**config.mk**
```make
export PLATFORM = sky130hd
export DESIGN_NAME = alu_issue
export DESIGN_NICKNAME = d
export VERILOG_FILES = /design/src/rtl/alu_issue.sv
export SDC_FILE = /design/constraint.sdc
export NUM_CORES = 2
export LEC_CHECK = 0
export CELL_PAD_IN_SITES_DETAIL_PLACEMENT = 1
export CELL_PAD_IN_SITES_GLOBAL_PLACEMENT = 2
export CORE_MARGIN = 2
export CORE_UTILIZATION = 45
export CTS_BUF_LIST = sky130_fd_sc_hd__clkbuf_8
export DETAILED_ROUTE_END_ITERATION = 6
export PLACE_DENSITY_LB_ADDON = 0.1
export SETUP_SLACK_MARGIN = 0.05
export SYNTH_ARGS = -nofsm -noshare
export SYNTH_HDL_FRONTEND = slang
export SYNTH_SLANG_ARGS = --single-unit
```
**constraint.sdc**
```tcl
create_clock -name clock -period 5.91 [get_ports clock]
set_input_delay 1.182 -clock clock [delete_from_list [all_inputs] [get_ports clock]]
set_output_delay 1.182 -clock clock [all_outputs]
set_load 0.005 [all_outputs]
```
**src/rtl/alu_issue.sv**
```systemverilog
// Issue/decode stage for RV32I OP and OP-IMM feeding a registered ALU, with register file and busy scoreboard.
// Optional macro ALU_ISSUE_WB_BYPASS_EN forwards same-cycle writeback data to the source operands.
module alu_issue #(
  parameter int XLEN = 32,
  parameter int NREG = 32
) (
  input  logic            clock,
  input  logic            reset,
  input  logic            instr_valid,
  input  logic [31:0]     instr,
  output logic            instr_ready,
  output logic            out_valid,
  input  logic            out_ready,
  output logic [XLEN-1:0] alu_a,
  output logic [XLEN-1:0] alu_b,
  output logic [5:0]      alu_op,
  output logic [4:0]      alu_rd,
  output logic            illegal,
  input  logic            wb_en,
  input  logic [4:0]      wb_rd,
  input  logic [XLEN-1:0] wb_data
);

  localparam logic [6:0] OPC_OP    = 7'b0110011;
  localparam logic [6:0] OPC_OPIMM = 7'b0010011;

  logic [6:0] opcode, funct7;
  logic [4:0] rd, rs1, rs2;
  logic [2:0] funct3;

  assign opcode = instr[6:0];
  assign rd     = instr[11:7];
  assign funct3 = instr[14:12];
  assign rs1    = instr[19:15];
  assign rs2    = instr[24:20];
  assign funct7 = instr[31:25];

  logic [XLEN-1:0] rf [NREG];
  logic [NREG-1:0] busy;

  logic            legal;
  logic            uses_rs2;
  logic            is_shift;
  logic [5:0]      dec_op;

  always_comb begin
    legal    = 1'b0;
    uses_rs2 = 1'b0;
    is_shift = 1'b0;
    dec_op   = 6'd0;
    case (opcode)
      OPC_OP: begin
        uses_rs2 = 1'b1;
        legal    = 1'b1;
        case ({funct7, funct3})
          {7'b0000000, 3'b000}: dec_op = 6'd0;
          {7'b0100000, 3'b000}: dec_op = 6'd1;
          {7'b0000000, 3'b100}: dec_op = 6'd2;
          {7'b0000000, 3'b110}: dec_op = 6'd3;
          {7'b0000000, 3'b111}: dec_op = 6'd4;
          {7'b0000000, 3'b001}: dec_op = 6'd5;
          {7'b0000000, 3'b101}: dec_op = 6'd6;
          {7'b0100000, 3'b101}: dec_op = 6'd7;
          {7'b0000000, 3'b010}: dec_op = 6'd8;
          {7'b0000000, 3'b011}: dec_op = 6'd9;
          default:              legal  = 1'b0;
        endcase
      end
      OPC_OPIMM: begin
        legal = 1'b1;
        case (funct3)
          3'b000: dec_op = 6'd10;
          3'b100: dec_op = 6'd11;
          3'b110: dec_op = 6'd12;
          3'b111: dec_op = 6'd13;
          3'b010: dec_op = 6'd17;
          3'b011: dec_op = 6'd18;
          3'b001: begin
            is_shift = 1'b1;
            if (funct7 == 7'b0000000) dec_op = 6'd14;
            else                      legal  = 1'b0;
          end
          default: begin
            is_shift = 1'b1;
            if (funct7 == 7'b0000000)      dec_op = 6'd15;
            else if (funct7 == 7'b0100000) dec_op = 6'd16;
            else                           legal  = 1'b0;
          end
        endcase
      end
      default: legal = 1'b0;
    endcase
  end

  // Busy state as seen after this cycle's writeback clear; x0 never participates.
  logic [NREG-1:0] wb_clr, busy_eff;
  logic            wb_hit1, wb_hit2;
  assign wb_clr   = (wb_en && wb_rd != 5'd0) ? (NREG'(1) << wb_rd) : '0;
  assign busy_eff = busy & ~wb_clr;
  assign wb_hit1  = wb_en && (wb_rd == rs1) && (rs1 != 5'd0);
  assign wb_hit2  = wb_en && (wb_rd == rs2) && (rs2 != 5'd0);

  logic            rs1_haz, rs2_haz, hazard, accept;
  logic [XLEN-1:0] rs1_val, rs2_val;

`ifdef ALU_ISSUE_WB_BYPASS_EN
  assign rs1_haz = busy_eff[rs1];
  assign rs2_haz = busy_eff[rs2];
  assign rs1_val = (rs1 == 5'd0) ? '0 : (wb_hit1 ? wb_data : rf[rs1]);
  assign rs2_val = (rs2 == 5'd0) ? '0 : (wb_hit2 ? wb_data : rf[rs2]);
`else
  // Without forwarding, a source being written this cycle waits one cycle for the file update.
  assign rs1_haz = busy[rs1] | wb_hit1;
  assign rs2_haz = busy[rs2] | wb_hit2;
  assign rs1_val = (rs1 == 5'd0) ? '0 : rf[rs1];
  assign rs2_val = (rs2 == 5'd0) ? '0 : rf[rs2];
`endif

  assign hazard      = legal && (rs1_haz || (uses_rs2 && rs2_haz) || busy_eff[rd]);
  assign instr_ready = (!out_valid || out_ready) && !hazard;
  assign accept      = instr_valid && instr_ready;

  logic [XLEN-1:0] imm_val;
  assign imm_val = is_shift ? {{(XLEN-5){1'b0}}, instr[24:20]}
                            : {{(XLEN-12){instr[31]}}, instr[31:20]};

  logic [NREG-1:0] busy_set;
  assign busy_set = (accept && legal && rd != 5'd0) ? (NREG'(1) << rd) : '0;

  always_ff @(posedge clock or negedge reset) begin
    if (!reset) begin
      busy <= '0;
      for (int i = 0; i < NREG; i++) rf[i] <= '0;
    end else begin
      busy <= busy_eff | busy_set;
      if (wb_en && wb_rd != 5'd0) rf[wb_rd] <= wb_data;
    end
  end

  // Illegal ops still issue, but as an all-zero payload flagged by illegal.
  always_ff @(posedge clock or negedge reset) begin
    if (!reset) begin
      out_valid <= 1'b0;
      alu_a     <= '0;
      alu_b     <= '0;
      alu_op    <= '0;
      alu_rd    <= '0;
      illegal   <= 1'b0;
    end else if (accept) begin
      out_valid <= 1'b1;
      illegal   <= !legal;
      alu_op    <= legal ? dec_op : 6'd0;
      alu_rd    <= legal ? rd : 5'd0;
      alu_a     <= legal ? rs1_val : '0;
      alu_b     <= !legal ? '0 : (uses_rs2 ? rs2_val : imm_val);
    end else if (out_valid && out_ready) begin
      out_valid <= 1'b0;
    end
  end

endmodule

```
* Word-level counts from Yosys, hierarchy flattened
Cells that the tools add are included.
W data, S select, Z words.
** Operators by class
- Bitwise operators :: 8
- Multiplexer cells :: 42
- Eq/ne operators :: 20
- Order comparisons :: 7
- Shift-type cells :: 2
- Reductions and logical operators :: 31
** Operators by type and width (count)
- $bwmux W1024 :: 1
- $mux W32 :: 13
- $bmux W32 S5 :: 2
- $demux W32 S5 :: 1
- $shl A1 B5 Y32 const A :: 2
- $eq A10 B3 Y1 const B :: 4
- $pmux W4 S9 :: 1
- $pmux W5 S7 :: 1
- $and A32 B32 Y32 :: 1
- $not A32 Y32 :: 1
- $or A32 B32 Y32 :: 1
- $eq A10 B2 Y1 const B :: 2
- $eq A10 B9 Y1 const B :: 2
- $reduce_bool A5 Y1 :: 4
- $ge A6 B6 Y1 const B :: 3
- $lt A5 B6 Y1 const B :: 3
- $not A5 Y6 :: 3
- $bmux W1 S5 :: 3
- $mux W5 :: 3
- $eq A7 B6 Y1 const B :: 2
- $logic_and A1 B1 Y1 :: 13
- $mux W1 :: 12
- $eq A10 B1 Y1 const B :: 1
- $eq A5 B5 Y1 :: 2
- 19 further kinds :: 29
** Storage, ports and cells
- Bits in registers :: 1133

* Longest topological paths before layout
- Depth in word-level cells :: 16
- Mapped depth :: 14
- Mapped depth without buffers :: 8

* Least setup slack after synthesis
OpenSTA, ideal clock, no wires.
- Path kind :: input-to-output
- Start point :: in instr[15]
- End point :: out instr_ready
- Arrival :: 3081 ps
- Cell stages on the path :: 9
- Path slack :: 1647 ps
- Cells stage by stage :: buf_2 buf_4 mux2_2 o221ai_2 o32ai_1 a311oi_1 o2111ai_1 nor3b_1 o21a_1
** On the way
- Longest elaborated chain between the ends :: 9
- Elaborated cells between the ends (all ways) :: 12
** Ends and longest elaborated chain
- from (decl) :: RTL line 10 : input logic [31:0] instr,
- branches (longest 3 deep; another with $bmux W1 S5)
- $or A1 B1 Y1 (*) :: RTL line 113 : assign rs1_haz = busy[rs1] | wb_hit1;
- $logic_or A1 B1 Y1 (*) (2 in a row) :: RTL line 119 : assign hazard = legal && (rs1_haz || (uses_rs2 && rs2_haz) || busy_eff[rd]);
- $logic_and A1 B1 Y1 (*) :: RTL line 119
- $logic_not A1 Y1 (*) :: RTL line 120 : assign instr_ready = (!out_valid || out_ready) && !hazard;
- $logic_and A1 B1 Y1 (*) :: RTL line 120
- to (decl) :: RTL line 11 : output logic instr_ready,
Mark *: on every way between the ends. The select of a mux whose other input is x is not followed.

* Final worst setup path
- Start point :: in wb_rd[4]
- End point :: out instr_ready
** On the way
- Longest elaborated chain between the ends :: 11
- Elaborated cells between the ends (all ways) :: 22
** Ends and longest elaborated chain
- from (decl) :: RTL line 20 : input logic [4:0] wb_rd,
- $reduce_bool A5 Y1 :: RTL line 98 : assign wb_clr = (wb_en && wb_rd != 5'd0) ? (NREG'(1) << wb_rd) : '0;
- $logic_and A1 B1 Y1 :: RTL line 98
- $mux W32 :: RTL line 98
- $not A32 Y32 :: RTL line 99 : assign busy_eff = busy & ~wb_clr;
- $and A32 B32 Y32 :: RTL line 99
- $bmux W1 S5 :: RTL line 119
- $mux W1 (implied by the code) :: RTL line 119
- $logic_or A1 B1 Y1 (*) :: RTL line 119
- $logic_and A1 B1 Y1 (*) :: RTL line 119
- $logic_not A1 Y1 (*) :: RTL line 120
- $logic_and A1 B1 Y1 (*) :: RTL line 120
Every way passes the cells marked *; elsewhere a longest branch is shown, timed or not. The select of a mux whose other input is x is not followed.

==> qor.yml <==
status: "finished, final reports clean"
tightest_slew_ns: 1.21
required_ns: 4.73
powerDensity_nw_per_um2: 326
cp.arrival_ns: 4.62
p_sw_share_pct: 28.4
synth-edff-count: 0
postPlaceCellArea_um2: 63000
clock_skew_ns: 0.0393
routabilityCongestion: 0.858
cts_tree: "yes"
met3_wirelength_mm: 13.0
place_ws_ns: -0.0738
synth_compound_area_share_pct: 4.90
cts_buffers: 201
track_usage_pct: 32.8
synthMuxAreaShare_pct: 41.4
rows: 133
vias: 39800
fillers: 12500
reg2reg_depth: 9
synth-seq-area-share_pct: 47.6
clock-sinks: 1132
crit_chain: "clkdlybuf4s50_1 > nand2b_1 > o21ai_0 > nand2b_1 > a41oi_1 > a32oi_1 > nor3b_2 > buf_4 > o21a_1 > clkdlybuf4s50_1"
drtAntennaViolNets: 0
synthAdderAreaFrac_pct: 0
die_area_um2: 135000
syn_nets: 4130
cp_num_buf_inv: 3
maxCapViolCount: 0
synth_warnings: 0
ir_worst_vdd_mv: 0.234
met1_length_mm: 93.1
netlist_instances: 4056
die_height_um: 368
wire_per_inst_um: 36.7
first_pass_iters: 5
cts-root-buf: "clkbuf_8"
synthArstFlopShare_pct: 100
num_io_pins: 152
syn_to_final_growth_pct: 12.6
synth_area_um2: 59600
pwr-share-seq_pct: 46.3
min_period_ns: 5.80
synthSimpleGateAreaFrac_pct: 2.79
grt_remaining_overflow: 0
setup_viol_count_final: 0
utilization_pct: 51.0
ys_types: 77
end_kind: "output port"
die_x_um: 368
vias_per_cell: 6.61
antenna_found_initial: 17
r2r_start: "busy[7]"
finalCritPeriodShare_pct: 98.2
clk_latency_ns: 0.94
synth_top_family_by_area: "multiplexers"
drt_iter0_drc: 3382
met2_length_mm: 106
clkPwrFrac_pct: 34.1
netSwitchingPower_mw: 6.20
worst-setup-path-type: "in -> out"
fin_area_um2: 67100
cp_max_fo: 11
maxSlewViolCount: 0
finalHoldViolCount: 0
htree_levels: 4
r2r_setup_slack_ns: 2.07
fin_ws_ns: 0.108
leakagePower_nw: 29.0
highest_layer: "met5"
port_buffers: 150
drc: 0
pwr-share-comb_pct: 19.6
max_freq_mhz: 172
layout.nets: 4188
tns_ns: 0
power.internal_mw: 15.7
cpLargestDelayFamily: "buffers and inverters"
r2r_end: "alu_b[11]"
grt_pass1_vias: 43700
relSlewSlack_pct: 18.9
clockBufferDepth: 3
synth_flop_cell: "dfrtp_1"
crit_path_start_kind: "input pin"
critPathSlowestCell: "clkdlybuf4s50_1"
core_um2: 131000
avgSynthCellArea_um2: 14.7
cts_hold_buf: 0
drive_gt1_share_pct: 47.7
initial_core_util_pct: 45.3
ys_ff_latch: 1132
slowest_delay_ns: 0.81
hold_path.class: "in -> async"
grt_max_degree: 169
synth_xor_area_share_pct: 0.118
grt_first_pass_wirelength_mm: 320
place_hpwl_mm: 130
clkTransAtPathRegs_ns: 0.06
drt_wl_total_mm: 221
rsz0062_at_grt: "false"
-- timing repair --
action / 4_1_cts / 5_1_grt
resized for setup: 1 / 5
pin swaps: 0 / 1
cloned: 0 / 0
endpoints found under the setup margin: 1 / 1
setup buffers: 0 / 0
-- registers in the layout, summed over array words and instances, names as in the netlist --
name / cells
rf: 1024
alu_a: 32
alu_b: 32
busy: 32
alu_op: 5
alu_rd: 5
illegal: 1
out_valid: 1
-- per-layer routing --
metal | vias to the layer above | global-route usage (%)
met2 | 1542 | 52.8
li1 | 15800 | -
met4 | 2 | 13.5
met5 | - | 0
met3 | 434 | 5.50
met1 | 22100 | 44.4
-- final cells by class --
| cell class | count | area [um2] | area share (%) |
|---|---|---|---|
| clock buffer | 261 | 3590 | 5.36 |
| clock inverter | 88 | 464 | 0.692 |
| sequential | 1132 | 28300 | 42.2 |
| multi-input combinational | 2465 | 29600 | 44.1 |
| tap | 1755 | 2200 | 3.27 |
| inverter | 6 | 22.5 | 0.0336 |
| timing repair buffer | 308 | 2890 | 4.31 |
| antenna | 7 | 17.5 | 0.0261 |
-- synth_stat cells (35+ instances only) --
cell	count	share of area, %
nand2_1	188	1.2
mux2i_1	201	3.4
o21ai_0	69	0.58
clkbuf_1	305	1.9
nor2_1	50	0.32
a21oi_1	67	0.56
dfrtp_1	1132	48
mux4_2	503	19
o22ai_1	42	0.44
buf_1	58	0.37
buf_2	68	0.57
mux2_2	1007	19
o2bb2ai_1	35	0.51
-- power by group through the flow --
| stage | Sequential, mW | Clock, mW | Combinational [mW] |
|---|---|---|---|
| 6_report | 10.1 | 7.46 | 4.28 |
| 5_1_grt | 10.3 | 7.98 | 4.55 |
| 4_1_cts | 10.1 | 7.63 | 4.30 |
| 3_5_place_dp | 10.2 | 0 | 4.28 |
| 3_3_place_gp | 9.96 | 0 | 4.11 |
| 2_1_floorplan | 9.82 | 0 | 3.19 |
-- through the flow --
stage          hold WS, ns  total power, mW  std cells
6_report             0.336             21.9       6022
4_1_cts              0.316             22.0       6015
5_1_grt              0.359             22.8       6021
3_5_place_dp         0.385             14.5       5666
2_1_floorplan        0.441             13.0       4056
3_3_place_gp         0.377             14.1       5666
-- worst max path at each step --
stage	start	end	cells after the start
detailed placement	wb_rd[1]	instr_ready	11
finish	wb_rd[4]	instr_ready	10
global placement	wb_rd[0]	instr_ready	10
floorplan	instr[15]	instr_ready	9
CTS	wb_rd[1]	instr_ready	11
global route	wb_rd[4]	instr_ready	10
-- cell usage in the layout (no fill, tap or decap), types with 5 or more instances in the layout --
master           instances
nand4_1                 16
o221ai_1                30
a22o_1                  28
nand2_2                 14
mux4_2                 503
nand2b_1                17
o22ai_1                 42
nor2_1                  34
mux2i_1                201
clkinv_2                13
clkdlybuf4s50_1        137
o211ai_1                 8
a31oi_1                  7
o21ai_0                 68
buf_12                  15
clkbuf_8               261
clkinvlp_4               7
dfrtp_1               1132
nor2_4                  15
o2bb2ai_2               12
nand3_1                 11
buf_8                    5
a21oi_1                 67
o31ai_1                 15
mux2_2                1007
nor2b_1                 14
inv_1                   68
nand2_1                174
a211oi_1                 5
a221o_1                 30
diode_2                  7
o2bb2ai_1               35
nor3_1                  10
xnor2_1                  5
buf_4                  146
a221oi_1                15
-- cells by family (layout without fill, tap and decap cells) --
logic type | Yosys count | in the layout
buffers and inverters | 459 | 663
and+or+nand+nor | 349 | 349
muxes | 1711 | 1711
xor gates and xnor gates | 8 | 8
DFF | 1132 | 1132
other | 1 | 8
AOI/OAI and AO/OA | 396 | 396
No activity file was read; power rests on OpenSTA's default activity.
